File: src/rtl/pe_add_pkg.sv
// Shared definitions for the pipelined PE add/subtract unit: op encodings,
// configuration checks and the 4-bit lookahead carry helper.
package pe_add_pkg;

  typedef enum logic [1:0] {
    OP_ADD = 2'b00,
    OP_SUB = 2'b01,
    OP_ADC = 2'b10,
    OP_RSV = 2'b11
  } op_e;

  function automatic int unsigned clog2(input int unsigned v);
    int unsigned r;
    r = 0;
    while ((32'd1 << r) < v) r++;
    return r;
  endfunction

  function automatic bit cfg_ok(input int unsigned width, input int unsigned stages,
                                input int unsigned group);
    return (stages != 0) && (width % stages == 0) && ((width / stages) % 4 == 0) &&
           (width / stages != 0) && (group == 4);
  endfunction

  // Carry into each bit of a 4-bit group, written as flat sum-of-products.
  function automatic logic [3:0] cla4(input logic [3:0] g, input logic [3:0] p,
                                      input logic c);
    logic [3:0] cb;
    cb[0] = c;
    cb[1] = g[0] | (p[0] & c);
    cb[2] = g[1] | (p[1] & g[0]) | (p[1] & p[0] & c);
    cb[3] = g[2] | (p[2] & g[1]) | (p[2] & p[1] & g[0]) | (p[2] & p[1] & p[0] & c);
    return cb;
  endfunction

endpackage

File: src/rtl/pe_add_seg.sv
// Combinational SEG-bit two-level carry-lookahead adder segment built from
// 4-bit groups; exports segment propagate/generate alongside the carry out.
module pe_add_seg
  import pe_add_pkg::*;
#(
  parameter int unsigned SEG = 16
) (
  input  logic [SEG-1:0] a,
  input  logic [SEG-1:0] b,
  input  logic           cin,
  output logic [SEG-1:0] sum,
  output logic           cout,
  output logic           p,
  output logic           g
);

  localparam int unsigned NG = SEG / 4;

  logic [SEG-1:0] bp, bg;
  logic [NG-1:0]  gp, gg;
  logic [NG:0]    gc;
  logic           acc, term;

  always_comb begin
    bp   = a ^ b;
    bg   = a & b;
    gp   = '0;
    gg   = '0;
    gc   = '0;
    acc  = 1'b0;
    term = 1'b0;
    sum  = '0;
    for (int unsigned j = 0; j < NG; j++) begin
      gp[j] = &bp[4*j +: 4];
      gg[j] = bg[4*j+3] | (bp[4*j+3] & bg[4*j+2]) | (bp[4*j+3] & bp[4*j+2] & bg[4*j+1]) |
              (bp[4*j+3] & bp[4*j+2] & bp[4*j+1] & bg[4*j]);
    end
    // Group carries as independent products of group P/G, no chaining between groups.
    for (int unsigned j = 0; j <= NG; j++) begin
      acc = cin;
      for (int unsigned t = 0; t < j; t++) acc = acc & gp[t];
      for (int unsigned i = 0; i < j; i++) begin
        term = gg[i];
        for (int unsigned t = i + 1; t < j; t++) term = term & gp[t];
        acc = acc | term;
      end
      gc[j] = acc;
    end
    for (int unsigned j = 0; j < NG; j++)
      sum[4*j +: 4] = bp[4*j +: 4] ^ cla4(bg[4*j +: 4], bp[4*j +: 4], gc[j]);
    cout = gc[NG];
    p    = &gp;
    g    = 1'b0;
    for (int unsigned i = 0; i < NG; i++) begin
      term = gg[i];
      for (int unsigned t = i + 1; t < NG; t++) term = term & gp[t];
      g = g | term;
    end
  end

endmodule

File: src/rtl/pe_add_pipe.sv
// Pipelined add/subtract unit: carry chain split into STAGES registered CLA
// segments with operand skew, result deskew and valid/ready backpressure.
module pe_add_pipe
  import pe_add_pkg::*;
#(
  parameter int unsigned WIDTH  = 64,
  parameter int unsigned STAGES = 4,
  parameter int unsigned GROUP  = 4
) (
  input  logic             clk,
  input  logic             rst_n,
  input  logic             in_valid,
  output logic             in_ready,
  input  logic [1:0]       op,
  input  logic             cin,
  input  logic [WIDTH-1:0] a,
  input  logic [WIDTH-1:0] b,
  output logic             out_valid,
  input  logic             out_ready,
  output logic [WIDTH-1:0] sum,
  output logic             cout,
  output logic             ovf,
  output logic             zero
);

  localparam int unsigned SEG    = WIDTH / STAGES;
  localparam bit          CFG_OK = cfg_ok(WIDTH, STAGES, GROUP);

  if (!CFG_OK) begin : g_cfg_err
    $error("pe_add_pipe: WIDTH must split into STAGES segments of a multiple of 4 bits, GROUP=4");
  end

  logic              en;
  logic [STAGES-1:0] v;
  logic [STAGES-1:0] ld;
  logic [STAGES-1:0] c_in;
  logic [STAGES-1:0] z_tap;
  logic [WIDTH-1:0]  b_eff;
  logic              c0;

  assign en        = out_ready | ~out_valid;
  assign in_ready  = en;
  assign out_valid = v[STAGES-1];

  always_comb begin
    b_eff = b;
    c0    = 1'b0;
    case (op_e'(op))
      OP_SUB: begin
        b_eff = ~b;
        c0    = 1'b1;
      end
      OP_ADC:  c0 = cin;
      default: ;
    endcase
  end
  assign c_in[0] = c0;

  // Each register at pipeline depth m loads only when a valid beat arrives,
  // so bubbles leave the final outputs holding the last result.
  always_comb begin
    ld    = '0;
    ld[0] = en & in_valid;
    for (int unsigned m = 1; m < STAGES; m++) ld[m] = en & v[m-1];
  end

  always_ff @(posedge clk or negedge rst_n) begin
    if (!rst_n) begin
      v <= '0;
    end else if (en) begin
      v[0] <= in_valid;
      for (int unsigned m = 1; m < STAGES; m++) v[m] <= v[m-1];
    end
  end

  for (genvar k = 0; k < STAGES; k++) begin : g_seg
    logic [SEG-1:0] a_op, b_op, s_comb;
    logic           c_comb, seg_p, seg_g;
    logic [SEG-1:0] r_sum [k:STAGES-1];

    if (k == 0) begin : g_direct
      assign a_op = a[0 +: SEG];
      assign b_op = b_eff[0 +: SEG];
    end else begin : g_skew
      logic [SEG-1:0] a_sk [k];
      logic [SEG-1:0] b_sk [k];
      always_ff @(posedge clk or negedge rst_n) begin
        if (!rst_n) begin
          for (int unsigned j = 0; j < k; j++) begin
            a_sk[j] <= '0;
            b_sk[j] <= '0;
          end
        end else begin
          if (ld[0]) begin
            a_sk[0] <= a[k*SEG +: SEG];
            b_sk[0] <= b_eff[k*SEG +: SEG];
          end
          for (int unsigned j = 1; j < k; j++) begin
            if (ld[j]) begin
              a_sk[j] <= a_sk[j-1];
              b_sk[j] <= b_sk[j-1];
            end
          end
        end
      end
      assign a_op = a_sk[k-1];
      assign b_op = b_sk[k-1];
    end

    pe_add_seg #(.SEG(SEG)) u_seg (
      .a    (a_op),
      .b    (b_op),
      .cin  (c_in[k]),
      .sum  (s_comb),
      .cout (c_comb),
      .p    (seg_p),
      .g    (seg_g)
    );

    always_comb begin
      assert (c_comb == (seg_g | (seg_p & c_in[k])));
    end

    always_ff @(posedge clk or negedge rst_n) begin
      if (!rst_n) begin
        for (int unsigned m = k; m < STAGES; m++) r_sum[m] <= '0;
      end else begin
        if (ld[k]) r_sum[k] <= s_comb;
        for (int unsigned m = k + 1; m < STAGES; m++)
          if (ld[m]) r_sum[m] <= r_sum[m-1];
      end
    end
    assign sum[k*SEG +: SEG] = r_sum[STAGES-1];

    if (k < STAGES - 1) begin : g_carry
      logic r_c;
      logic r_z [k:STAGES-2];
      always_ff @(posedge clk or negedge rst_n) begin
        if (!rst_n) begin
          r_c <= 1'b0;
          for (int unsigned m = k; m < STAGES - 1; m++) r_z[m] <= 1'b0;
        end else begin
          if (ld[k]) begin
            r_c    <= c_comb;
            r_z[k] <= ~|s_comb;
          end
          for (int unsigned m = k + 1; m < STAGES - 1; m++)
            if (ld[m]) r_z[m] <= r_z[m-1];
        end
      end
      assign c_in[k+1] = r_c;
      // Tapped one stage early so it meets the top segment at the final register.
      assign z_tap[k]  = r_z[STAGES-2];
    end else begin : g_flags
      assign z_tap[k] = ~|s_comb;
      always_ff @(posedge clk or negedge rst_n) begin
        if (!rst_n) begin
          cout <= 1'b0;
          ovf  <= 1'b0;
          zero <= 1'b0;
        end else if (ld[k]) begin
          cout <= c_comb;
          ovf  <= (a_op[SEG-1] == b_op[SEG-1]) & (s_comb[SEG-1] != a_op[SEG-1]);
          zero <= &z_tap;
        end
      end
    end
  end

endmodule

File: config.mk
export PLATFORM = sky130hd
export DESIGN_NAME = pe_add_pipe
export DESIGN_NICKNAME = d
export VERILOG_FILES = /design/src/rtl/pe_add_pkg.sv /design/src/rtl/pe_add_seg.sv /design/src/rtl/pe_add_pipe.sv
export SDC_FILE = /design/constraint.sdc
export NUM_CORES = 1
export LEC_CHECK = 0
export BUFFER_PORTS_ARGS = -buffer_cell sky130_fd_sc_hd__buf_2
export CAP_MARGIN = 20
export CORE_MARGIN = 8
export CORE_UTILIZATION = 55
export CTS_CLUSTER_DIAMETER = 30
export DETAILED_ROUTE_END_ITERATION = 12
export PLACE_DENSITY = 0.8
export SKIP_LAST_GASP = 1
export SLEW_MARGIN = 25
export SYNTH_ARGS = -nofsm -noshare
export SYNTH_HDL_FRONTEND = slang
export SYNTH_SLANG_ARGS = --single-unit
File: constraint.sdc
create_clock -name clk -period 5.9 [get_ports clk]
set_input_delay 0 -clock clk [delete_from_list [all_inputs] [get_ports clk]]
set_output_delay 0 -clock clk [all_outputs]
set_load 0.02 [all_outputs]
# ---- Word-level counts from Yosys, hierarchy flattened
# Cells that the tools add are included.
dict set report word_totals {
  latchBits 0
  romBits 0
  in_bits 135
  mem_count 0
  reg_bits 368
  ramBits 0
}
dict set report op_classes {
  mux 2
  add_sub_neg 0
  mul 0
  n_div 0
  shifts 0
  bitwise_logic 480
  reduce_logical 25
  magnitude_cmp 0
  n_eq_ne 4
}
# op n
set op_table {}
lappend op_table {{$and A1 B1 Y1} 269}
lappend op_table {{$or A1 B1 Y1} 185}
lappend op_table {{$reduce_and A4 Y1} 17}
lappend op_table {{$and A16 B16 Y16} 4}
lappend op_table {{$mux W64} 1}
lappend op_table {{$not A64 Y64} 1}
lappend op_table {{$reduce_or A16 Y1} 4}
lappend op_table {{$xor A16 B16 Y16} 4}
lappend op_table {{$xor A4 B4 Y4} 16}
lappend op_table {{$logic_not A1 Y1} 4}
lappend op_table {{$eq A2 B1 Y1 const B} 1}
lappend op_table {{$eq A2 B2 Y1 const B} 1}
lappend op_table {{$pmux W1 S2} 1}
lappend op_table {{$eq A1 B1 Y1} 1}
lappend op_table {{$ne A1 B1 Y1} 1}
lappend op_table {{$not A1 Y1} 1}

# ---- Depth between registers and ports, before layout
dict set report logic_depth {
  depth_word 17
  ltp_mapped 18
}

# ---- Cells and area by module
# From an unflattened synthesis, not the netlist that was laid out.
dict set report unflattened {
  cells_unflattened 1422
  hier_area_um2 18348.8
}
# module area_each_um2 instances cells_each seq_area_each_um2
set modules_own_cells {}
lappend modules_own_cells {pe_add_pipe 15018.2 1 996 9208.8}
lappend modules_own_cells {{pe_add_seg (g_seg[0].u_seg ...)} 833.3 3 107 0.0}
lappend modules_own_cells {{pe_add_seg (g_seg[3].u_seg)} 830.8 1 105 0.0}

# ---- Worst setup path after synthesis
# No wires, ideal clock.
dict set report synth_path {
  kind {register to register}
  from {register g_seg[3].g_skew.a_sk, in the netlist g_seg[3].a_op[0]}
  to {register zero}
  arrival_time_ns 3.715
  slack_ns 2.085
  setup_ns 0.101
  stages_incl_launch_ff 15
  path_cell_list {dfrtp_1 ha_1 a211oi_1 o211ai_2 a21oi_1 nor2_1 a21o_1 a21o_1 fa_1 nor4b_1 nand4b_1 or4_4 a2111oi_4 nand2_1 o311ai_2}
}
dict set report synth_between {
  elab_cells_between_ends 53
  classes_between {bitwise: 49; reduce/logical: 4}
}
# item line_no
set synth_lines {}
lappend synth_lines {{start, declared} pe_add_pipe.sv:85} ;# logic [SEG-1:0] a_sk [k];
lappend synth_lines {{start signal, assigned by index} pe_add_pipe.sv:100} ;# a_sk[j] <= a_sk[j-1];
lappend synth_lines {{$xor A16 B16 Y16 or $and A16 B16 Y16 (tied branches)} {pe_add_seg.sv:25, pe_add_seg.sv:26}}
lappend synth_lines {{$reduce_and A4 Y1 or $and A1 B1 Y1 (tied branches)} {pe_add_seg.sv:34, pe_add_seg.sv:36}}
lappend synth_lines {{$and A1 B1 Y1 or $or A1 B1 Y1 (tied branches)} {pe_add_seg.sv:41, pe_add_seg.sv:35}}
lappend synth_lines {{$and A1 B1 Y1 (on tied branches)} {pe_add_seg.sv:41, pe_add_seg.sv:44}}
lappend synth_lines {{$and A1 B1 Y1 (on tied branches)} n/a}
lappend synth_lines {{$or A1 B1 Y1 * (3 in a row)} pe_add_seg.sv:45} ;# acc = acc | term;
lappend synth_lines {{$xor A4 B4 Y4 *} pe_add_seg.sv:50} ;# sum[4*j +: 4] = bp[4*j +: 4] ^ cla4(bg[4*j +: 4], bp[4*j +: 4], gc[j]);
lappend synth_lines {{named net g_seg[3].s_comb[12]} pe_add_pipe.sv:77} ;# logic [SEG-1:0] a_op, b_op, s_comb;
lappend synth_lines {{$reduce_or A16 Y1 *} pe_add_pipe.sv:155} ;# assign z_tap[k] = ~|s_comb;
lappend synth_lines {{$logic_not A1 Y1 *} pe_add_pipe.sv:155}
lappend synth_lines {{$reduce_and A4 Y1 *} pe_add_pipe.sv:164} ;# zero <= &z_tap;
lappend synth_lines {{end signal, assigned} pe_add_pipe.sv:164}
lappend synth_lines {{end, declared} pe_add_pipe.sv:23} ;# output logic zero
# Mark *: on every way through the listed nets, which the timed path passes. The rest lies on a longest branch.
# A chain may end at the register's enable or synchronous reset.

# ---- Final worst setup path
# Ends and elaborated chain as after synthesis.

==> impl_metrics.json <==
{
  "cp.arrival_ns": 4.70,
  "hp-class": "input port to flip-flop",
  "setup-tns-final_ns": 0,
  "viasPerCell": 5.32,
  "post-cts-setup-buffers": 0,
  "post_cts_resized": 0,
  "routed_wl_mm": 44.0,
  "clkPwrFrac_pct": 34.6,
  "fmax_ghz": 0.236,
  "core-area_mm2": 0.0314,
  "cp_common_cell": "a21o_1",
  "ioPinCount": 204,
  "synth_edf_count": 0,
  "ys_async_sr_fraction_pct": 100,
  "power_frac_seq_pct": 32.6,
  "worstPathCellList": "ha_1 -> a211oi_1 -> o211ai_2 -> a21oi_1 -> nor2_1 -> a21o_1 -> a21o_1 -> fa_1 -> nor4b_1 -> nand4b_1 -> or4_4 -> a2111oi_4 -> nand2_1 -> o311ai_2",
  "ant_nets": 0,
  "crit_fanout": 4,
  "drc": 0,
  "max_stage_delay_ns": 0.50,
  "htree_num_levels": 3,
  "grt_pass1_vias": 14429,
  "area_growth_pct": 27.7,
  "cp-end-kind": "flip-flop",
  "avgSynthCellArea_um2": 9.56,
  "final_cell_count_no_fill": 2558,
  "synth_top_flop_cell": "dfrtp_1",
  "powerDensity_mw_per_mm2": 573,
  "ys_seq_elements": 368,
  "grt.total_usage_pct": 23.4,
  "dpl.hpwl_mm": 26.8,
  "wl_per_cell_um": 17.2,
  "worstPathRequired_ns": 6.36,
  "die-area_mm2": 0.0376,
  "start_util_pct": 55.5,
  "grt-ovfl-total": 0,
  "crit_type": "flip-flop to flip-flop",
  "firstDrtPassIters": 5,
  "synthCells": 1824,
  "vias": 13603,
  "p_sw_mw": 4.58,
  "grt_pass1_wl_mm": 72.6,
  "grt_setup_unrepaired": "no",
  "portBuffers": 203,
  "gp_congestion": 0.881,
  "report.final.setup_viol": 0,
  "maxCapViolCount": 0,
  "fin_crit_sh_pct": 71.9,
  "cts.sinks": 368,
  "cts_root_buf": "clkbuf_16",
  "fin_crit_ns": 4.24,
  "synth_seq_area_share_pct": 52.8,
  "leakagePower_nw": 11.3,
  "netSwitchingFraction_pct": 35.9,
  "rows": 65,
  "grt_max_degree": 191,
  "p_int_mw": 8.17,
  "netlist_area_mm2": 0.0174,
  "fill_cells": 2156,
  "start_kind": "flip-flop",
  "netlist_top_cells_area": "dfrtp_1 53%, nand2_1 16%, ha_1 4.7%",
  "die_h_um": 194,
  "holdBufCountCts": 112,
  "drive_gt1_share_pct": 19.9,
  "antenna_found_initial": 2,
  "place_inst": 2308,
  "drt_iter0_markers": 883,
  "nNetsFinal": 2312,
  "relSlewSlack_pct": 33.8,
  "rrSetupSlack_ns": 1.66,
  "clockBufferDepth": 3,
  "crit_slowest_cell": "or4_4",
  "tightestPinTransition_ns": 0.993,
  "clkTransAtPathRegs_ns": 0.05,
  "hold_violations": 0,
  "synth_nets": 2041,
  "final_cell_mix": "738 x nand2_1, 368 x dfrtp_1, 202 x buf_2",
  "synth_cell_types": 69,
  "post-synth-top-area-fraction_pct": 52.8,
  "chipWidth_um": 194,
  "yosysTopAreaCell": "dfrtp_1",
  "ir_drop_mv": 0.306,
  "final_common_cell": "nand2_1",
  "clock_latency_ns": 0.56,
  "cts_made_buffers": 74,
  "ys_warn_count": 0,
  "slew_viol_final": 0,
  "status": "complete, no violations",
  "tritoncts": "yes",
  "p_comb_share_pct": 32.8,
  "finClkSkew_ns": 0.0186
}
-- area by class of cell --
type,instances,area [um2],area share (%)
clock inverter,50,672,3.02
tap,402,503,2.26
clock buffer,86,2020,9.07
sequential,368,9210,41.4
antenna,1,2.50,0.0112
timing repair buffer,324,2250,10.1
inverter,19,71.3,0.320
multi-input combinational,1308,7540,33.9
-- synthesized netlist by cell type (all sizes together) (2+ instances only) --
cell and n:
a2111oi 3, a211oi 7, a21o 13, a21oi 29, a31o 4, a31oi 6, and2 10, and3 2
and4 2, buf 67, clkbuf 62, dfrtp 368, fa 16, ha 66, inv 19, mux2 55
mux2i 4, nand2 743, nand2b 5, nand3 10, nand3b 2, nand4 2, nor2 35, nor3 10
nor3b 2, nor4 4, o2111ai 3, o211ai 7, o21a 13, o21ai 102, o21bai 4, o31a 2
o31ai 8, or2 3, or3 4, or4 4, xnor2 83, xor2 30
-- critical path, delay by kind of cell, from the launching register on --
kind            cells  cell delay, ns
compound gates      7            1.78
flops               1            0.42
simple gates        5            1.13
fa+ha+maj           2            0.79
-- per-layer routing --
metal	part of all wire, %	wire length, um	vias to the layer above	GRT usage [%]
li1	-	-	6465	-
met4	2.6	1160	2	8.15
met2	49	21600	394	40.3
met3	5.9	2580	89	5.62
met5	0.030	13	-	0
met1	42	18500	6653	28.5
-- metrics by stage --
step,power [mW],cell area (um2),util (%),hold WS [ns],worst slack [ns]
floorplan,7.16,17400,-,-0.296,2.08
global placement,8.02,18400,58.7,0.114,1.81
detailed placement,8.21,18400,58.7,0.112,1.77
CTS,12.8,22200,70.8,0.00756,1.69
global route,13.5,22300,70.9,0.0437,1.42
finish,12.8,22300,70.9,0.0363,1.66
-- cells by family after synthesis --
logic type	share of synthesized area [%]
simple gates	19.0
flops	52.8
mux	3.78
compound gates	7.88
xor+xnor	5.68
fa+ha+maj	6.58
buf+inv	4.23
-- path summary, 6_finish.rpt --
| check | startpoint | end | depth (start not counted) |
|---|---|---|---|
| max in group asynchronous | rst_n | g_seg[0].r_sum[43]$_DFFE_PN0P_ | 4 |
| worst max register to register | g_seg[3].a_op[0]$_DFFE_PN0P_ | zero$_DFFE_PN0P_ | 14 |
| worst min-delay path | a[6] | g_seg[0].r_sum[54]$_DFFE_PN0P_ | 4 |
| worst min register to register | g_seg[2].g_skew.a_sk[31]$_DFFE_PN0P_ | g_seg[2].a_op[15]$_DFFE_PN0P_ | 2 |
| min in group asynchronous | rst_n | sum[38]$_DFFE_PN0P_ | 2 |
| worst max-delay path | g_seg[3].a_op[0]$_DFFE_PN0P_ | zero$_DFFE_PN0P_ | 14 |
-- power groups by stage --
stage / registers [mW] / logic, mW / clock network [mW]
detailed placement: 4.17 / 4.04 / 0
CTS: 4.15 / 4.18 / 4.45
floorplan: 4.05 / 3.11 / 0
finish: 4.16 / 4.18 / 4.41
global route: 4.28 / 4.66 / 4.60
global placement: 4.12 / 3.91 / 0
-- sequential cells by signal (all words and copies together), names as in the netlist, 3 cells and up --
| signal | flops |
|---|---|
| g_seg.g_carry.r_z | 6 |
| g_seg.g_skew.b_sk | 48 |
| g_seg.b_op | 48 |
| sum | 48 |
| g_seg.g_skew.a_sk | 48 |
| g_seg.g_carry.r_c | 3 |
| v | 4 |
| g_seg.a_op | 48 |
| g_seg.r_sum | 112 |
Power figures use the tool's default switching activity.
